===== config.mk =====
export PLATFORM = sky130hd
export DESIGN_NAME = fwd_hazard_unit_flat
export DESIGN_NICKNAME = d
export VERILOG_FILES = /design/src/rtl/fwd_hazard_unit_if.sv /design/src/rtl/fwd_hazard_unit.sv /design/src/flat_wrapper.sv
export SDC_FILE = /design/constraint.sdc
export NUM_CORES = 1
export LEC_CHECK = 0
export BUFFER_PORTS_ARGS = -buffer_cell sky130_fd_sc_hd__buf_4
export CAP_MARGIN = 10
export CORE_UTILIZATION = 36
export CTS_BUF_LIST = sky130_fd_sc_hd__clkbuf_8 sky130_fd_sc_hd__clkbuf_16
export CTS_CLUSTER_SIZE = 10
export DETAILED_ROUTE_END_ITERATION = 6
export PLACE_DENSITY = 0.82
export SETUP_SLACK_MARGIN = 0.2
export SLEW_MARGIN = 30
export SYNTH_ARGS = -nofsm -noshare
export SYNTH_HDL_FRONTEND = slang
export SYNTH_SLANG_ARGS = --single-unit

===== constraint.sdc =====
create_clock -name i_clk -period 2.3 [get_ports i_clk]
set_input_delay 0.46 -clock i_clk [delete_from_list [all_inputs] [get_ports i_clk]]
set_output_delay 0.46 -clock i_clk [all_outputs]
set_load 0.02 [all_outputs]

===== src/rtl/fwd_hazard_unit_if.sv =====
// fwd_hazard_unit_if: pipeline-side bundle for the forwarding / load-use hazard unit.
interface fwd_hazard_unit_if #(
    parameter int NB_REG = 5,
    parameter int N_SRC  = 2
);
    logic [NB_REG-1:0]       i_ex_mem_rd;
    logic [NB_REG-1:0]       i_mem_wb_rd;
    logic                    i_ex_mem_wr_en;
    logic                    i_mem_wb_wr_en;
    logic [N_SRC*NB_REG-1:0] i_id_ex_src;
    logic [N_SRC*NB_REG-1:0] i_if_id_src;
    logic [N_SRC-1:0]        i_if_id_src_use;
    logic                    i_id_ex_mem_rd;
    logic [NB_REG-1:0]       i_id_ex_rt;
    logic                    i_flush;
    logic [2*N_SRC-1:0]      o_mux_hz;
    logic                    o_stall;
    logic                    o_pc_wr_en;
    logic                    o_if_id_wr_en;
    logic                    o_id_ex_bubble;
    logic [31:0]             o_fwd_cnt;
    logic [31:0]             o_stall_cnt;

    modport master (
        output i_ex_mem_rd, i_mem_wb_rd, i_ex_mem_wr_en, i_mem_wb_wr_en, i_id_ex_src,
               i_if_id_src, i_if_id_src_use, i_id_ex_mem_rd, i_id_ex_rt, i_flush,
        input  o_mux_hz, o_stall, o_pc_wr_en, o_if_id_wr_en, o_id_ex_bubble, o_fwd_cnt, o_stall_cnt
    );

    modport slave (
        input  i_ex_mem_rd, i_mem_wb_rd, i_ex_mem_wr_en, i_mem_wb_wr_en, i_id_ex_src,
               i_if_id_src, i_if_id_src_use, i_id_ex_mem_rd, i_id_ex_rt, i_flush,
        output o_mux_hz, o_stall, o_pc_wr_en, o_if_id_wr_en, o_id_ex_bubble, o_fwd_cnt, o_stall_cnt
    );
endinterface


===== src/rtl/fwd_hazard_unit.sv =====
// fwd_hazard_unit: N_SRC-slot operand forwarding plus MEM_LAT-cycle load-use stall FSM.
// Optional event counters are enabled by defining FWD_STATS_EN.
module fwd_hazard_unit #(
    parameter int NB_REG  = 5,
    parameter int N_SRC   = 2,
    parameter int MEM_LAT = 1
) (
    input logic               i_clk,
    input logic               i_rst,
    fwd_hazard_unit_if.slave  bus
);
    typedef enum logic {IDLE, STALL} state_t;

    state_t             r_state;
    logic [2:0]         r_cnt;
    logic [2*N_SRC-1:0] w_mux;
    logic [N_SRC-1:0]   w_use_hit;
    logic               w_hz;
    logic               w_stall;

    for (genvar k = 0; k < N_SRC; k++) begin : g_slot
        logic [NB_REG-1:0] w_src;
        assign w_src = bus.i_id_ex_src[k*NB_REG +: NB_REG];
        assign w_mux[2*k +: 2] =
            (bus.i_ex_mem_wr_en && bus.i_ex_mem_rd != '0 && bus.i_ex_mem_rd == w_src) ? 2'b01 :
            (bus.i_mem_wb_wr_en && bus.i_mem_wb_rd != '0 && bus.i_mem_wb_rd == w_src) ? 2'b10 : 2'b00;
        assign w_use_hit[k] = bus.i_if_id_src_use[k] &&
                              bus.i_if_id_src[k*NB_REG +: NB_REG] == bus.i_id_ex_rt;
    end

    assign w_hz    = bus.i_id_ex_mem_rd && bus.i_id_ex_rt != '0 && |w_use_hit;
    // Reset gating keeps the stall low while reset is held even if a hazard is presented.
    assign w_stall = i_rst && !bus.i_flush && (r_state == STALL || w_hz);

    always_ff @(posedge i_clk or negedge i_rst) begin
        if (!i_rst) begin
            r_state <= IDLE;
            r_cnt   <= '0;
        end else if (bus.i_flush) begin
            r_state <= IDLE;
            r_cnt   <= '0;
        end else if (r_state == IDLE) begin
            if (w_hz && MEM_LAT > 1) begin
                r_state <= STALL;
                r_cnt   <= 3'(MEM_LAT - 1);
            end
        end else begin
            r_cnt <= r_cnt - 3'd1;
            if (r_cnt == 3'd1)
                r_state <= IDLE;
        end
    end

    assign bus.o_mux_hz       = w_mux;
    assign bus.o_stall        = w_stall;
    assign bus.o_pc_wr_en     = !w_stall;
    assign bus.o_if_id_wr_en  = !w_stall;
    assign bus.o_id_ex_bubble = w_stall;

`ifdef FWD_STATS_EN
    logic [31:0] r_fwd_cnt;
    logic [31:0] r_stall_cnt;

    always_ff @(posedge i_clk or negedge i_rst) begin
        if (!i_rst) begin
            r_fwd_cnt   <= '0;
            r_stall_cnt <= '0;
        end else begin
            if (|w_mux && r_fwd_cnt != 32'hFFFF_FFFF)
                r_fwd_cnt <= r_fwd_cnt + 32'd1;
            if (w_stall && r_stall_cnt != 32'hFFFF_FFFF)
                r_stall_cnt <= r_stall_cnt + 32'd1;
        end
    end

    assign bus.o_fwd_cnt   = r_fwd_cnt;
    assign bus.o_stall_cnt = r_stall_cnt;
`else
    assign bus.o_fwd_cnt   = '0;
    assign bus.o_stall_cnt = '0;
`endif
endmodule

===== src/flat_wrapper.sv =====
// flat-port wrapper written by rule: the top's interface ports become plain ports
module fwd_hazard_unit_flat 
#(
    parameter int NB_REG  = 5,
    parameter int N_SRC   = 2,
    parameter int MEM_LAT = 1
)
  (i_clk, i_rst, bus_i_ex_mem_rd, bus_i_mem_wb_rd, bus_i_ex_mem_wr_en, bus_i_mem_wb_wr_en, bus_i_id_ex_src, bus_i_if_id_src, bus_i_if_id_src_use, bus_i_id_ex_mem_rd, bus_i_id_ex_rt, bus_i_flush, bus_o_mux_hz, bus_o_stall, bus_o_pc_wr_en, bus_o_if_id_wr_en, bus_o_id_ex_bubble, bus_o_fwd_cnt, bus_o_stall_cnt);
  fwd_hazard_unit_if #(.NB_REG(NB_REG), .N_SRC(N_SRC)) bus_i ();
  input logic i_clk;
  input logic i_rst;
  input wire logic [$bits(bus_i.i_ex_mem_rd)-1:0] bus_i_ex_mem_rd;
  input wire logic [$bits(bus_i.i_mem_wb_rd)-1:0] bus_i_mem_wb_rd;
  input wire logic [$bits(bus_i.i_ex_mem_wr_en)-1:0] bus_i_ex_mem_wr_en;
  input wire logic [$bits(bus_i.i_mem_wb_wr_en)-1:0] bus_i_mem_wb_wr_en;
  input wire logic [$bits(bus_i.i_id_ex_src)-1:0] bus_i_id_ex_src;
  input wire logic [$bits(bus_i.i_if_id_src)-1:0] bus_i_if_id_src;
  input wire logic [$bits(bus_i.i_if_id_src_use)-1:0] bus_i_if_id_src_use;
  input wire logic [$bits(bus_i.i_id_ex_mem_rd)-1:0] bus_i_id_ex_mem_rd;
  input wire logic [$bits(bus_i.i_id_ex_rt)-1:0] bus_i_id_ex_rt;
  input wire logic [$bits(bus_i.i_flush)-1:0] bus_i_flush;
  output wire logic [$bits(bus_i.o_mux_hz)-1:0] bus_o_mux_hz;
  output wire logic [$bits(bus_i.o_stall)-1:0] bus_o_stall;
  output wire logic [$bits(bus_i.o_pc_wr_en)-1:0] bus_o_pc_wr_en;
  output wire logic [$bits(bus_i.o_if_id_wr_en)-1:0] bus_o_if_id_wr_en;
  output wire logic [$bits(bus_i.o_id_ex_bubble)-1:0] bus_o_id_ex_bubble;
  output wire logic [$bits(bus_i.o_fwd_cnt)-1:0] bus_o_fwd_cnt;
  output wire logic [$bits(bus_i.o_stall_cnt)-1:0] bus_o_stall_cnt;
  assign bus_i.i_ex_mem_rd = bus_i_ex_mem_rd;
  assign bus_i.i_mem_wb_rd = bus_i_mem_wb_rd;
  assign bus_i.i_ex_mem_wr_en = bus_i_ex_mem_wr_en;
  assign bus_i.i_mem_wb_wr_en = bus_i_mem_wb_wr_en;
  assign bus_i.i_id_ex_src = bus_i_id_ex_src;
  assign bus_i.i_if_id_src = bus_i_if_id_src;
  assign bus_i.i_if_id_src_use = bus_i_if_id_src_use;
  assign bus_i.i_id_ex_mem_rd = bus_i_id_ex_mem_rd;
  assign bus_i.i_id_ex_rt = bus_i_id_ex_rt;
  assign bus_i.i_flush = bus_i_flush;
  assign bus_o_mux_hz = bus_i.o_mux_hz;
  assign bus_o_stall = bus_i.o_stall;
  assign bus_o_pc_wr_en = bus_i.o_pc_wr_en;
  assign bus_o_if_id_wr_en = bus_i.o_if_id_wr_en;
  assign bus_o_id_ex_bubble = bus_i.o_id_ex_bubble;
  assign bus_o_fwd_cnt = bus_i.o_fwd_cnt;
  assign bus_o_stall_cnt = bus_i.o_stall_cnt;
  fwd_hazard_unit #(.NB_REG(NB_REG), .N_SRC(N_SRC), .MEM_LAT(MEM_LAT)) u_core (.i_clk(i_clk), .i_rst(i_rst), .bus(bus_i));
endmodule

==> results.md <==
* Outcome: finished, violations left
* Failing checks: DRC
* Setup crit end kind: primary output
* Post-place setup slack at 0.0866 ns
* Post-DP HPWL at 1950 um
* Max-slew violations at 0
* Syn Std Cell Area at about 1100 um^2
* Number of clock sinks at 4
* Shortest period the worst path allows at 2.19 ns
* Gr usage total at 0.127
* Vias per cell at 4.04
* Post-synthesis mux area share at 0.0101
* Final core occ at 0.489
* Reg2reg start: u_core.r_cnt[0]$_DFFE_PN0P_
* Fraction of synthesized cell area in xor and xnor cells at 0.251
* Area share of fa/ha/maj cells after synthesis at 0.0224
* GP Congestion at approximately 0.83
* Largest cells by area after synthesis: buf_4, xnor2_1, xor2_1
* P&R area growth vs syn at 25.1%
* Tcrit/Tclk final at 0.953
* PD cells at around 330 nW/um^2
* Die Ht at 57.7 um
* CTS H-Tree Depth at 1
* Drc violations at 9
* Required @ worst endpoint at 1.84 ns
* Commonest register cell after synthesis: dfrtp_1
* Via Count at 885
* Yosys cell types at 25
* Share of Yosys cell area claimed by the top area cell type at 0.444
* Final setup margin at 0.109 ns
* Area after DPL at roughly 1300 um^2
* Port bufs at 50
* WS Path Type: input pin to primary output
* Site row count at 19
* Mapped Cells at around 140
* Placed insts at 215
* GR Overflow Total at 0
* Synth area leader: buf_4
* Maximum vdd ir drop at 0.285 mV
* Final hold violation count at 0
* Critical path launch point type: input pin
* Die width at slightly below 60 um
* Max Clock Freq at 0.456 GHz
* Post-synth EDFFs at 0
* Post-synthesis area per instance at 8.14 um^2
* Via count of the first global-routing pass at ~760
* WHS at 0.0379 ns
* Overall Power at 467 uW
* Worst R2R Path Depth at 4
* Worst hold path type: input pin to async pin
* Post-Route Setup TNS at 0 ns
* Ports at about 120
* Post-synth ARST share at 1.00
* Setup violators final at 0
* Commonest cells post-synth: buf_4, xnor2_1, xor2_1, dfrtp_1, or4_1
* Fraction of layout instances using a drive strength above 1 at 0.356
* DIE AREA at ~3300 um^2
* Clk buf depth at 2
* Fin nets at between 200 and 250
* CTS tree: yes
* Max cap viols at 0
* LEAKAGE at 0.715 nW
* Most common cell in the synthesized netlist: buf_4
* Largest net degree at the start of global routing at 7
* Register bit total from synthesis at 4
* Simple-gate share of the synthesized area at 0.138
* Synth warn at 0
* Ant. Diodes at 0
* Crit-path max FO at 3
* Num CTS Buffers at 3
* R2R Setup Slk at around 1.2 ns
* Clk slew on worst S/H paths at 0.03 ns
* Combinational family with the most area after synthesis: buffers and inverters
* Worst Skew at 0.00222 ns
* Initial antenna violation count at 0
* Synth Area in Compound Gates at 0.0337
* Arrival @ worst endpoint at 1.73 ns
* Iter 0 DRT Violations at 29
* Final std cells w/o fill at 219
* Routed WL per cell at 10.6 um
* Register area share after synthesis at 0.0898
* First-pass GRT wire length at 3280 um
* Initial Util at 0.391
* Clk_lat worst skew at 0.22 ns
* Worst R2R End: u_core.r_cnt[1]$_DFFE_PN0P_
* Core Region at ~2900 um^2
* Cell area after layout at approximately 1400 um^2
* RSZ-0062 raised after global routing: true
* Routed wire length at 2310 um
* Remaining antenna violation count at 0
* DRT Pass-1 Iters at 7
* CTS root buffer: clkbuf_8
-- timing repair --
action / CTS / global route
setup endpoints to repair: 4 / 6
pin swaps: 3 / 3
buffers inserted: 0 / 1
resized for setup: 2 / 9
gates cloned: 0 / 0
hold buffers: 0 / 0
-- layout by cell type, fill, tap and decap left out --
| master | n |
|---|---|
| nand3_1 | 2 |
| clkbuf_8 | 3 |
| xnor2_1 | 17 |
| a21o_1 | 1 |
| a21oi_2 | 1 |
| nor2b_1 | 1 |
| nor4_4 | 2 |
| inv_1 | 2 |
| o21ai_2 | 2 |
| nor4_2 | 2 |
| xor2_1 | 15 |
| nor3b_1 | 1 |
| nand2_1 | 3 |
| o21ai_1 | 1 |
| mux2_2 | 1 |
| conb_1 | 64 |
| buf_6 | 4 |
| buf_4 | 46 |
| nand4_1 | 2 |
| nor2_1 | 3 |
| or4_1 | 1 |
| or4_4 | 4 |
| o22ai_1 | 1 |
| nor3b_2 | 1 |
| ha_1 | 2 |
| buf_8 | 1 |
| dfrtp_1 | 4 |
| and3b_1 | 1 |
-- worst max-delay path by stage --
stage                                   from         endpoint  slack [ns]  cells after the start
after floorplan            bus_i_id_ex_rt[1]   bus_o_pc_wr_en        0.21                      5
after global placement    bus_i_mem_wb_rd[0]  bus_o_mux_hz[1]        0.09                      6
after detailed placement  bus_i_mem_wb_rd[2]  bus_o_mux_hz[1]        0.09                      6
after CTS                 bus_i_id_ex_src[8]  bus_o_mux_hz[3]        0.12                      5
after global routing      bus_i_id_ex_src[8]  bus_o_mux_hz[3]        0.08                      5
final                     bus_i_mem_wb_rd[0]  bus_o_mux_hz[1]        0.11                      5
-- cell families (layout without fill, tap and decap cells) --
group                    Yosys count  in the layout
buffers and inverters             68             56
flip-flops                         4              4
other                              1             64
multiplexers                       1              1
adder cells (fa/ha/maj)            2              2
AO/OA/AOI/OAI                      6              6
AND/OR/NAND/NOR                   23             23
XOR/XNOR                          32             32
-- cell type report --
cell class,instances,area [um^2]
tap,31,38.8
fill,301,1460
timing repair buffer,51,405
sequential,4,100
multi-input combinational,128,802
inverter,2,7.51
clock buffer,3,41.3
-- metal layers --
metal  routed length [um]  global-route usage
met1                  716               0.133
met2                 1330               0.251
met3                  245              0.0134
met4                   21              0.0612
met5                    0                   0
-- report_power, final --
group	switching [mW]	internal (mW)	total, mW
combinational	0.158	0.0900	0.248
sequential	0.0000000000000000840	0.0709	0.0709
clock	0.0359	0.112	0.147
-- worst max-delay path, stage by stage --
cell	delay, ns
buf_4	0.12
xor2_1	0.16
or4_4	0.55
nor4_4	0.27
buf_4	0.17
-- flip-flops by register name (all words and copies together) (netlist names) --
name	flops
u_core.r_cnt	3
u_core.r_state	1
Power figures use the tool's default switching activity.
